## src/rtl/hier_rr_merge_pkg.sv

```systemverilog
// Shared sizing helpers and the channel index type for the hierarchical
// round-robin merge block and its per-channel FIFOs.
package hier_rr_merge_pkg;

  localparam int MAX_CH = 16;

  // Index width that stays at least one bit wide for single-entry ranges.
  function automatic int idx_w(input int n);
    return (n > 1) ? $clog2(n) : 1;
  endfunction

  function automatic int ptr_w(input int depth);
    return (depth > 1) ? $clog2(depth) : 1;
  endfunction

  localparam int CH_IDX_W = idx_w(MAX_CH);

  typedef logic [CH_IDX_W-1:0] ch_idx_t;

endpackage

```

## src/rtl/hier_rr_fifo.sv

```systemverilog
// Per-channel FIFO with a registered occupancy count. The head word is
// visible one cycle after it is pushed, because there is no bypass path.
module hier_rr_fifo
  import hier_rr_merge_pkg::*;
#(
  parameter int W     = 8,
  parameter int DEPTH = 4
) (
  input  logic         clk,
  input  logic         rst_n,
  input  logic         push,
  input  logic [W-1:0] push_data,
  input  logic         pop,
  output logic [W-1:0] pop_data,
  output logic         full,
  output logic         empty
);

  localparam int PW = ptr_w(DEPTH);
  localparam logic [PW:0] DEPTH_C = (PW+1)'(DEPTH);

  logic [W-1:0]  mem_q [DEPTH];
  logic [PW-1:0] wr_ptr_q, wr_ptr_d;
  logic [PW-1:0] rd_ptr_q, rd_ptr_d;
  logic [PW:0]   count_q, count_d;
  logic          wr_en, rd_en;

  // Space and occupancy come only from the registered count. A pop in the
  // same cycle therefore never frees room for a push.
  assign full     = (count_q == DEPTH_C);
  assign empty    = (count_q == '0);
  assign wr_en    = push & ~full;
  assign rd_en    = pop & ~empty;
  assign pop_data = mem_q[rd_ptr_q];

  always_comb begin
    wr_ptr_d = wr_en ? wr_ptr_q + PW'(1) : wr_ptr_q;
    rd_ptr_d = rd_en ? rd_ptr_q + PW'(1) : rd_ptr_q;
    count_d  = count_q + (PW+1)'(wr_en) - (PW+1)'(rd_en);
  end

  always_ff @(posedge clk or negedge rst_n) begin
    if (!rst_n) begin
      wr_ptr_q <= '0;
      rd_ptr_q <= '0;
      count_q  <= '0;
    end else begin
      wr_ptr_q <= wr_ptr_d;
      rd_ptr_q <= rd_ptr_d;
      count_q  <= count_d;
    end
  end

  always_ff @(posedge clk) begin
    if (wr_en) begin
      mem_q[wr_ptr_q] <= push_data;
    end
  end

endmodule

```

## src/rtl/hier_rr_merge.sv

```systemverilog
// Merges NUM_CH buffered input channels into one registered valid/ready
// stream. A rotating-priority arbiter selects the source channel.
module hier_rr_merge
  import hier_rr_merge_pkg::*;
#(
  parameter int NUM_CH = 4,
  parameter int W      = 8,
  parameter int DEPTH  = 4,
  parameter int CNT_W  = 16
) (
  input  logic                        clk,
  input  logic                        rst_n,
  input  logic [NUM_CH-1:0]           in_valid,
  input  logic [NUM_CH*W-1:0]         in_data,
  output logic [NUM_CH-1:0]           in_ready,
  output logic                        out_valid,
  output logic [W-1:0]                out_data,
  output logic [idx_w(NUM_CH)-1:0]    out_ch,
  input  logic                        out_ready,
  output logic [CNT_W-1:0]            grant_cnt
);

  localparam int OCW = idx_w(NUM_CH);

  logic [NUM_CH-1:0] fifo_full, fifo_empty, fifo_pop;
  logic [W-1:0]      fifo_data [NUM_CH];

  logic              out_valid_q, out_valid_d;
  logic [W-1:0]      out_data_q, out_data_d;
  logic [OCW-1:0]    out_ch_q, out_ch_d;
  logic [OCW-1:0]    rr_ptr_q, rr_ptr_d;
  logic [CNT_W-1:0]  grant_cnt_q, grant_cnt_d;

  logic              load;
  logic              grant_vld;
  ch_idx_t           grant_idx;
  logic [W-1:0]      grant_data;
  int                cand;

  generate
    for (genvar gi = 0; gi < NUM_CH; gi++) begin : g_ch
      hier_rr_fifo #(
        .W     (W),
        .DEPTH (DEPTH)
      ) u_fifo (
        .clk       (clk),
        .rst_n     (rst_n),
        .push      (in_valid[gi]),
        .push_data (in_data[gi*W +: W]),
        .pop       (fifo_pop[gi]),
        .pop_data  (fifo_data[gi]),
        .full      (fifo_full[gi]),
        .empty     (fifo_empty[gi])
      );

      assign fifo_pop[gi] = load & grant_vld & (grant_idx == ch_idx_t'(gi));
    end
  endgenerate

  assign in_ready = ~fifo_full;

  // The output register may take a new word when it is empty, or when the
  // word it holds leaves in this cycle.
  assign load = ~out_valid_q | out_ready;

  // Take the first non-empty channel, starting from rr_ptr and wrapping.
  always_comb begin
    grant_vld  = 1'b0;
    grant_idx  = '0;
    grant_data = '0;
    cand       = 0;
    for (int k = 0; k < NUM_CH; k++) begin
      cand = int'(rr_ptr_q) + k;
      if (cand >= NUM_CH) begin
        cand = cand - NUM_CH;
      end
      if (!grant_vld && !fifo_empty[cand]) begin
        grant_vld  = 1'b1;
        grant_idx  = ch_idx_t'(cand);
        grant_data = fifo_data[cand];
      end
    end
  end

  always_comb begin
    out_valid_d = out_valid_q;
    out_data_d  = out_data_q;
    out_ch_d    = out_ch_q;
    rr_ptr_d    = rr_ptr_q;
    grant_cnt_d = grant_cnt_q + CNT_W'(out_valid_q & out_ready);
    if (load) begin
      if (grant_vld) begin
        out_valid_d = 1'b1;
        out_data_d  = grant_data;
        out_ch_d    = grant_idx[OCW-1:0];
        rr_ptr_d    = (int'(grant_idx) == NUM_CH - 1) ? '0 : OCW'(int'(grant_idx) + 1);
      end else begin
        out_valid_d = 1'b0;
      end
    end
  end

  always_ff @(posedge clk or negedge rst_n) begin
    if (!rst_n) begin
      out_valid_q <= 1'b0;
      out_data_q  <= '0;
      out_ch_q    <= '0;
      rr_ptr_q    <= '0;
      grant_cnt_q <= '0;
    end else begin
      out_valid_q <= out_valid_d;
      out_data_q  <= out_data_d;
      out_ch_q    <= out_ch_d;
      rr_ptr_q    <= rr_ptr_d;
      grant_cnt_q <= grant_cnt_d;
    end
  end

  assign out_valid = out_valid_q;
  assign out_data  = out_data_q;
  assign out_ch    = out_ch_q;
  assign grant_cnt = grant_cnt_q;

endmodule

```

## config.mk

```make
export PLATFORM = sky130hd
export DESIGN_NAME = hier_rr_merge
export DESIGN_NICKNAME = d
export VERILOG_FILES = /design/src/rtl/hier_rr_merge_pkg.sv /design/src/rtl/hier_rr_fifo.sv /design/src/rtl/hier_rr_merge.sv
export SDC_FILE = /design/constraint.sdc
export NUM_CORES = 1
export LEC_CHECK = 0
export ABC_AREA = 1
export ABC_CLOCK_PERIOD_IN_PS = 8100
export BUFFER_PORTS_ARGS = -buffer_cell sky130_fd_sc_hd__buf_2
export CAP_MARGIN = 25
export CORE_ASPECT_RATIO = 1.25
export CORE_MARGIN = 2
export CORE_UTILIZATION = 50
export CTS_CLUSTER_SIZE = 28
export DETAILED_ROUTE_END_ITERATION = 10
export PLACE_DENSITY_LB_ADDON = 0.25
export SKIP_CTS_REPAIR_TIMING = 1
export SYNTH_ARGS = -nofsm -noshare
export SYNTH_HDL_FRONTEND = slang
export SYNTH_SLANG_ARGS = --single-unit
```

## constraint.sdc

```tcl
create_clock -name clk -period 8.1 [get_ports clk]
set_clock_uncertainty 0.2 [all_clocks]
set_input_delay 1.62 -clock clk [delete_from_list [all_inputs] [get_ports clk]]
set_output_delay 1.62 -clock clk [all_outputs]
set_load 0.01 [all_outputs]
```

* After elaboration in Yosys (flattened, before gate mapping) *
Memories as Yosys holds them, arrays and structs flattened.
Cells that the tools add are included.

word-level totals
  register bits after elaboration = 57
  bits in writable memories = 128
  bits of input ports = 39
  output and inout bits = 31
  logic and storage cells = 159
  memories kept = 4

memories
  memory                depth  bits a word  rd ports  clocked after Yosys merged registers in  write ports  RTL line            text
  g_ch[0].u_fifo.mem_q  4      8            1         0                                        1            hier_rr_fifo.sv:22  logic [W-1:0] mem_q [DEPTH];
  g_ch[1].u_fifo.mem_q  4      8            1         0                                        1            hier_rr_fifo.sv:22
  g_ch[2].u_fifo.mem_q  4      8            1         0                                        1            hier_rr_fifo.sv:22
  g_ch[3].u_fifo.mem_q  4      8            1         0                                        1            hier_rr_fifo.sv:22

cells by class
  add/subtract/negate cells = 25
  magnitude comparators = 12
  equal/unequal tests = 8
  multiplexer cells = 50
  bitwise logic cells = 29
  reduce and logical (&&, ||, !) cells = 14

operators by type and width
  operator                                              count
  >= comparator 32 x 3 -> 1 bit, second input constant  4
  < comparator 32 x 4 -> 1 bit, second input constant   4
  two-way mux 32 bit                                    4
  inverter 32 bit                                       4
  two-way mux 8 bit                                     12
  binary-select mux 8 bit (select 2 bit)                4
  two-way mux 1 bit                                     21
  adder 2 x 1 -> 2 bit, second input constant           9
  adder 16 x 1 -> 16 bit                                1
  two-way mux 4 bit                                     4
  bitwise AND 1 bit                                     14
  adder 3 x 1 -> 3 bit                                  4
  == test 3 bit, second input constant                  4
  zero test 3 bit                                       4
  subtractor 3 x 1 -> 3 bit                             4
  subtractor 3 x 3 -> 4 bit, second input constant      3
  >= comparator 3 bit, second input constant            3
  inverter 1 bit                                        9
  binary-select mux 1 bit (select 2 bit)                4
  == test 4 x 2 -> 1 bit, second input constant         2
  adder 2 x 2 -> 3 bit, second input constant           2
  zero test 1 bit                                       5
  == test 4 x 1 -> 1 bit, second input constant         1
  == test 4 x 3 -> 1 bit, second input constant         1
  9 further kinds                                       11

* Depth between registers and ports, before layout *
  depth in word-level cells = 19
  depth in mapped cells = 22
  gate-level depth less buffers = 20

* By module *
From an unflattened synthesis, not the netlist that was laid out.

unflattened totals
  cells, all modules = 1035
  area total of the unflattened synthesis = 9574.2 um2

by module, submodules not included
  module                             times used  cells each  area each (um2)  seq. area each (um2)
  hier_rr_fifo (g_ch[0].u_fifo ...)  3           159         1725.4           1136.1
  hier_rr_merge                      1           398         2671.3           725.7
  hier_rr_fifo (g_ch[1].u_fifo)      1           160         1726.7           1136.1

* Worst setup path before layout *
OpenSTA, ideal clock, no wires.

  path kind = register to register
  from = register rr_ptr_q[1]
  to = register g_ch[3].u_fifo.count_q[2]
  setup time = 0.129 ns
  arrival time = 3.707 ns
  required time = 7.771 ns
  path slack = 4.064 ns
  stages on the path, launching flop included = 23
  path buffers = 2
  period minus slack after synthesis = 4.036 ns
  cells stage by stage = dfrtp_1 inv_1 clkbuf_1 clkbuf_1 ha_1 inv_1 nand3_1 nand2_2 nor2_8 nand3_4 o2111ai_1 nand2_1 inv_1 ha_1 nand3_1 inv_1 nand3_2 inv_1 ha_1 inv_1 ha_1 fa_1 xor2_1

between the ends
  word-level cells in the longest chain between the ends = 19
  elaborated cells between the ends (all ways) = 48
  classes of those cells = add/sub: 8; order compare: 4; eq/ne: 1; mux: 24; bitwise: 3; reduce/logical: 8

RTL lines
  element                                                                  RTL line                                  text
  start, declared                                                          hier_rr_merge.sv:31                       logic [OCW-1:0] rr_ptr_q, rr_ptr_d;
  start signal, assigned                                                   hier_rr_merge.sv:114                      rr_ptr_q <= rr_ptr_d;
  adder 2 x 1 -> 3 bit                                                     hier_rr_merge.sv:73                       cand = int'(rr_ptr_q) + k;
  subtractor 3 x 3 -> 4 bit / >= comparator 3 bit (equally long branches)  hier_rr_merge.sv:75, hier_rr_merge.sv:74
  two-way mux 32 bit                                                       hier_rr_merge.sv:74                       if (cand >= NUM_CH) begin
  binary-select mux 1 bit (select 2 bit)                                   hier_rr_merge.sv:77                       if (!grant_vld && !fifo_empty[cand]) begin
  two-way mux 1 bit (implied by the code) (2 in series)                    hier_rr_merge.sv:77
  zero test 1 bit                                                          hier_rr_merge.sv:77
  logical AND 1 bit                                                        hier_rr_merge.sv:77
  two-way mux 1 bit                                                        hier_rr_merge.sv:77
  [... 5 more ...]                                                         -
  two-way mux 4 bit (*)                                                    hier_rr_merge.sv:77
  named net grant_idx[1]                                                   hier_rr_merge.sv:36                       ch_idx_t grant_idx;
  == test 4 x 2 -> 1 bit (*)                                               hier_rr_merge.sv:56                       assign fifo_pop[gi] = load & grant_vld & (grant_idx == ch_idx_t'(gi));
  bitwise AND 1 bit (*)                                                    hier_rr_merge.sv:56
  bitwise AND 1 bit (*)                                                    hier_rr_fifo.sv:33                        assign rd_en = pop & ~empty;
  named net g_ch[3].u_fifo.rd_en                                           hier_rr_fifo.sv:26                        logic wr_en, rd_en;
  subtractor 3 x 1 -> 3 bit (*)                                            hier_rr_fifo.sv:39                        count_d = count_q + (PW+1)'(wr_en) - (PW+1)'(rd_en);
  named net g_ch[3].u_fifo.count_d[2]                                      hier_rr_fifo.sv:25                        logic [PW:0] count_q, count_d;
  end signal, assigned                                                     hier_rr_fifo.sv:50                        count_q <= count_d;
  end, declared                                                            hier_rr_fifo.sv:25

Mark *: on every way through the listed nets, which the timed path passes. The rest lies on a longest branch. The select of a mux whose other input is x is not followed.
A chain may end at the register's enable or synchronous reset.

* Worst setup path in the final report *
  from = register rr_ptr_q[1]
  to = register g_ch[2].u_fifo.count_q[2]

between the ends
  word-level cells in the longest chain between the ends = 19
  elaborated cells between the ends (all ways) = 48
  classes of those cells = add/sub: 8; order compare: 4; eq/ne: 1; mux: 24; bitwise: 3; reduce/logical: 8

RTL lines
  element                                                                  RTL line
  adder 2 x 1 -> 3 bit                                                     hier_rr_merge.sv:73
  subtractor 3 x 3 -> 4 bit / >= comparator 3 bit (equally long branches)  hier_rr_merge.sv:75, hier_rr_merge.sv:74
  two-way mux 32 bit                                                       hier_rr_merge.sv:74
  binary-select mux 1 bit (select 2 bit)                                   hier_rr_merge.sv:77
  two-way mux 1 bit (implied by the code) (2 in series)                    hier_rr_merge.sv:77
  zero test 1 bit                                                          hier_rr_merge.sv:77
  logical AND 1 bit                                                        hier_rr_merge.sv:77
  two-way mux 1 bit                                                        hier_rr_merge.sv:77
  [... 5 more ...]                                                         -
  two-way mux 4 bit (*)                                                    hier_rr_merge.sv:77
  named net grant_idx[1]                                                   hier_rr_merge.sv:36
  == test 4 x 2 -> 1 bit (*)                                               hier_rr_merge.sv:56
  bitwise AND 1 bit (*)                                                    hier_rr_merge.sv:56
  bitwise AND 1 bit (*)                                                    hier_rr_fifo.sv:33
  named net g_ch[2].u_fifo.rd_en                                           hier_rr_fifo.sv:26
  subtractor 3 x 1 -> 3 bit (*)                                            hier_rr_fifo.sv:39
  named net g_ch[2].u_fifo.count_d[2]                                      hier_rr_fifo.sv:25
  end signal, assigned                                                     hier_rr_fifo.sv:50
  end, declared                                                            hier_rr_fifo.sv:25

Marked as above.

==> impl_metrics.toml <==
[critical_path]
critPathRequiredTime_ns = 8.21
cp_max_fo = 23
worst_path_most_repeated_cell = "inv_1"
r2r_cells = 20
worstPathArrival_ns = 5.50
r2r_setup_slack_ns = 2.71
critPathTopFamily = "adder cells"
crit_chain = "inv_1 > ha_1 > inv_1 > nand3_1 > nand2_2 > nor2_8 > nand3_4 > o2111ai_1 > nand2_1 > inv_1 > ha_1 > nand3_1 > inv_1 > nand3_2 > inv_1 > ha_1 > inv_1 > ha_1 > fa_1 > xor2_1"
r2r-end = "g_ch[2].u_fifo.count_q[2]"
rr_startpoint = "rr_ptr_q[1]"
end_kind = "flip-flop"
setup.worst_path.start_class = "flip-flop"
criticalPathCategory = "reg -> reg"
cpPeakStageDelay_ns = 0.86
crit_buf_inv = 6
cpMaxStageDelayCell = "ha_1"

[cts]
htree_levels = 4
cts_buffers = 17
cts_tree = "yes"
cts.reportedPaths.clkPinSlew_ns = 0.07
cts_sinks = 185
cts_root_buf = "clkbuf_16"
insertion_delay_ns = 0.43
clk_path_buf_depth = 2

[grt]
grt_pass1_wl_um = 31100
grt_max_degree = 58
grt_usage_pct = 20.3
antenna_found_initial = 0
overflow = 0
grt_pass1_vias = 6272

[placed_design]
dpl.hpwl_um = 13800
post-place-ws_ns = 2.78
io_buffer_count = 69
place.gp.congestion = 0.915
dpl-instance-area_um2 = 9770

[power]
net-switching-power_uw = 1900
ir_drop_mv = 0.174
p_clk_share_pct = 19.8
internal_power_uw = 2400
switching_share_pct = 44.2
seq_power_share_pct = 34.9
power.leakage_uw = 0.00480
power.density_nw_per_um2 = 415
p_comb_share_pct = 45.3

[worst_hold_path]
hp-start = "grant_cnt[15]"
min_path_type = "reg -> reg"
min_path_cells = 1
hold_end = "grant_cnt[15]"

[timing]
slew_viol_final = 0
post-route-min-period_ns = 5.39
worst_slew_pin_slew_ns = 0.848
maxSlewHeadroom_pct = 43.2
hold_viol = 0
rsz0062_at_grt = "no"
setup-tns-final_ns = 0
finalCritPeriodShare_pct = 66.6
fmax_ghz = 0.185
setup_viol_count_final = 0
hold_ws_ns = 0.269
final.setup.worst_slack_ns = 2.71

[synth]
synth-seq-area-share_pct = 56.7
yosys_warnings = 0
synth_fp_nets = 1085
netlist_instances = 1007
synth.avg_cell_area_um2 = 9.23
synth_area_um2 = 9290
ys_ff_latch = 185
synth.distinct_cells = 32

[route]
drc = 0
avgViaCountPerCell = 5.14
dr.pass1.iters = 5
drt-total-wl_um = 19400
dr.first_iter.drc_count = 537
wl_per_cell_um = 14.8
antenna_left = 0
dr_total_vias = 6706

[job]
maxCapViolCount = 0

[finish]
stdcell_area_um2 = 10400
antenna_cells = 0
drive_above_1_share_pct = 12.6
area.growth.synth_to_final_pct = 11.7
fillers = 1581
final_nets = 1142

[floorplan]
dieArea_um2 = 19700
floorplan.initialDensity_pct = 51.2
placementRows = 55
core_area_um2 = 18200
ios = 70
die_h_um = 156
die_w_um = 126

[outcome]
status = "finished clean"
[metrics by stage]
step / std cells / util [%] / total power, uW
after floorplan: 1007 / - / 2960
after global placement: 1273 / 53.8 / 3440
after detailed placement: 1273 / 53.8 / 3490
after CTS: 1305 / 57.1 / 4350
after global routing: 1305 / 57.1 / 4680
final: 1305 / 57.1 / 4310
[kinds of logic after synthesis]
group	synth area share, %
compound gates	1.64
fa+ha+maj	5.57
buf+inv	5.24
flops	56.7
xor+xnor	2.45
simple gates	28.4
[metal layers]
metal / up-vias / track usage (%) / wire length (um)
met4: 0 / 7.33 / 405
met5: - / 0 / 0
met2: 138 / 37.2 / 10300
li1: 3370 / - / -
met1: 3169 / 23.8 / 8080
met3: 29 / 3.83 / 621
[worst reg2reg max path, stage by stage (launching register included)]
cell and delay (ns):
dfrtp_1 0.80, inv_1 0.54, ha_1 0.86, inv_1 0.44
nand3_1 0.21, nand2_2 0.11, nor2_8 0.16, nand3_4 0.14
o2111ai_1 0.13, nand2_1 0.14, inv_1 0.11, ha_1 0.14
nand3_1 0.11, inv_1 0.11, nand3_2 0.09, inv_1 0.08
ha_1 0.13, inv_1 0.04, ha_1 0.19, fa_1 0.39
xor2_1 0.17
[registers in the layout, indices dropped and copies added (netlist names)]
name                  count
g_ch.u_fifo.mem_q       128
grant_cnt                16
out_ch                    2
out_valid                 1
g_ch.u_fifo.count_q      12
rr_ptr_q                  2
g_ch.u_fifo.rd_ptr_q      8
out_data                  8
g_ch.u_fifo.wr_ptr_q      8
[power by group through the flow]
stage	Combinational, uW	Sequential, uW	Clock, uW
2_1_floorplan	1540	1420	0
3_3_place_gp	1920	1520	0
3_5_place_dp	1960	1530	0
4_1_cts	1970	1510	868
5_1_grt	2250	1540	903
6_report	1950	1500	852
[cell type report]
cell class,count,area (um2),area share (%)
clock inverter,15,184,1.77
clock buffer,17,425,4.10
sequential,185,5270,50.8
multi-input combinational,704,3540,34.1
timing repair buffer,71,360,3.47
tap,228,285,2.75
inverter,85,319,3.07
[synthesized netlist by cell type]
library cell	count	area (um2)
nor2_8	1	20.0
nand2_4	2	22.5
nand3_4	2	35.0
nand2_1	400	1500
inv_1	73	274
nand3_1	111	556
buf_2	17	85.1
nor2_4	4	45.0
o21ai_0	7	35.0
nand3_2	14	140
o21a_1	1	7.51
a31oi_1	2	12.5
buf_6	3	33.8
xnor2_1	7	61.3
clkbuf_1	10	37.5
a21oi_1	14	70.1
a21oi_2	1	8.76
nand4_1	4	25.0
dfrtp_1	57	1430
xor2_1	19	166
buf_1	3	11.3
nand2_2	4	25.0
edfxtp_1	128	3840
o2111ai_1	1	8.76
fa_1	4	80.1
o21ai_1	2	10.0
nor2_1	64	240
nor3_1	2	10.0
clkinv_1	8	30.0
ha_1	35	438
inv_2	4	15.0
nor2_2	3	18.8
[cells in the final DEF, fill, tap and decap left out, types with 17 or more instances in the layout]
master,netlist,routed
buf_2,17,69
clkbuf_16,0,17
dfrtp_1,57,57
edfxtp_1,128,128
ha_1,35,35
inv_1,73,73
nand2_1,400,400
nand3_1,111,111
nor2_1,64,64
xor2_1,19,19
[worst max path at each step]
stage                            from                        end  slack, ns  depth (start not counted)
after floorplan           rr_ptr_q[1]  g_ch[3].u_fifo.count_q[2]       4.06                         22
after global placement    rr_ptr_q[1]  g_ch[0].u_fifo.count_q[2]       2.88                         19
after detailed placement  rr_ptr_q[1]  g_ch[2].u_fifo.count_q[2]       2.78                         20
after CTS                 rr_ptr_q[1]  g_ch[2].u_fifo.count_q[2]       2.76                         20
after global routing      rr_ptr_q[1]  g_ch[2].u_fifo.count_q[2]       2.22                         20
final                     rr_ptr_q[1]  g_ch[2].u_fifo.count_q[2]       2.71                         20
(Power assumes the default switching activity.)
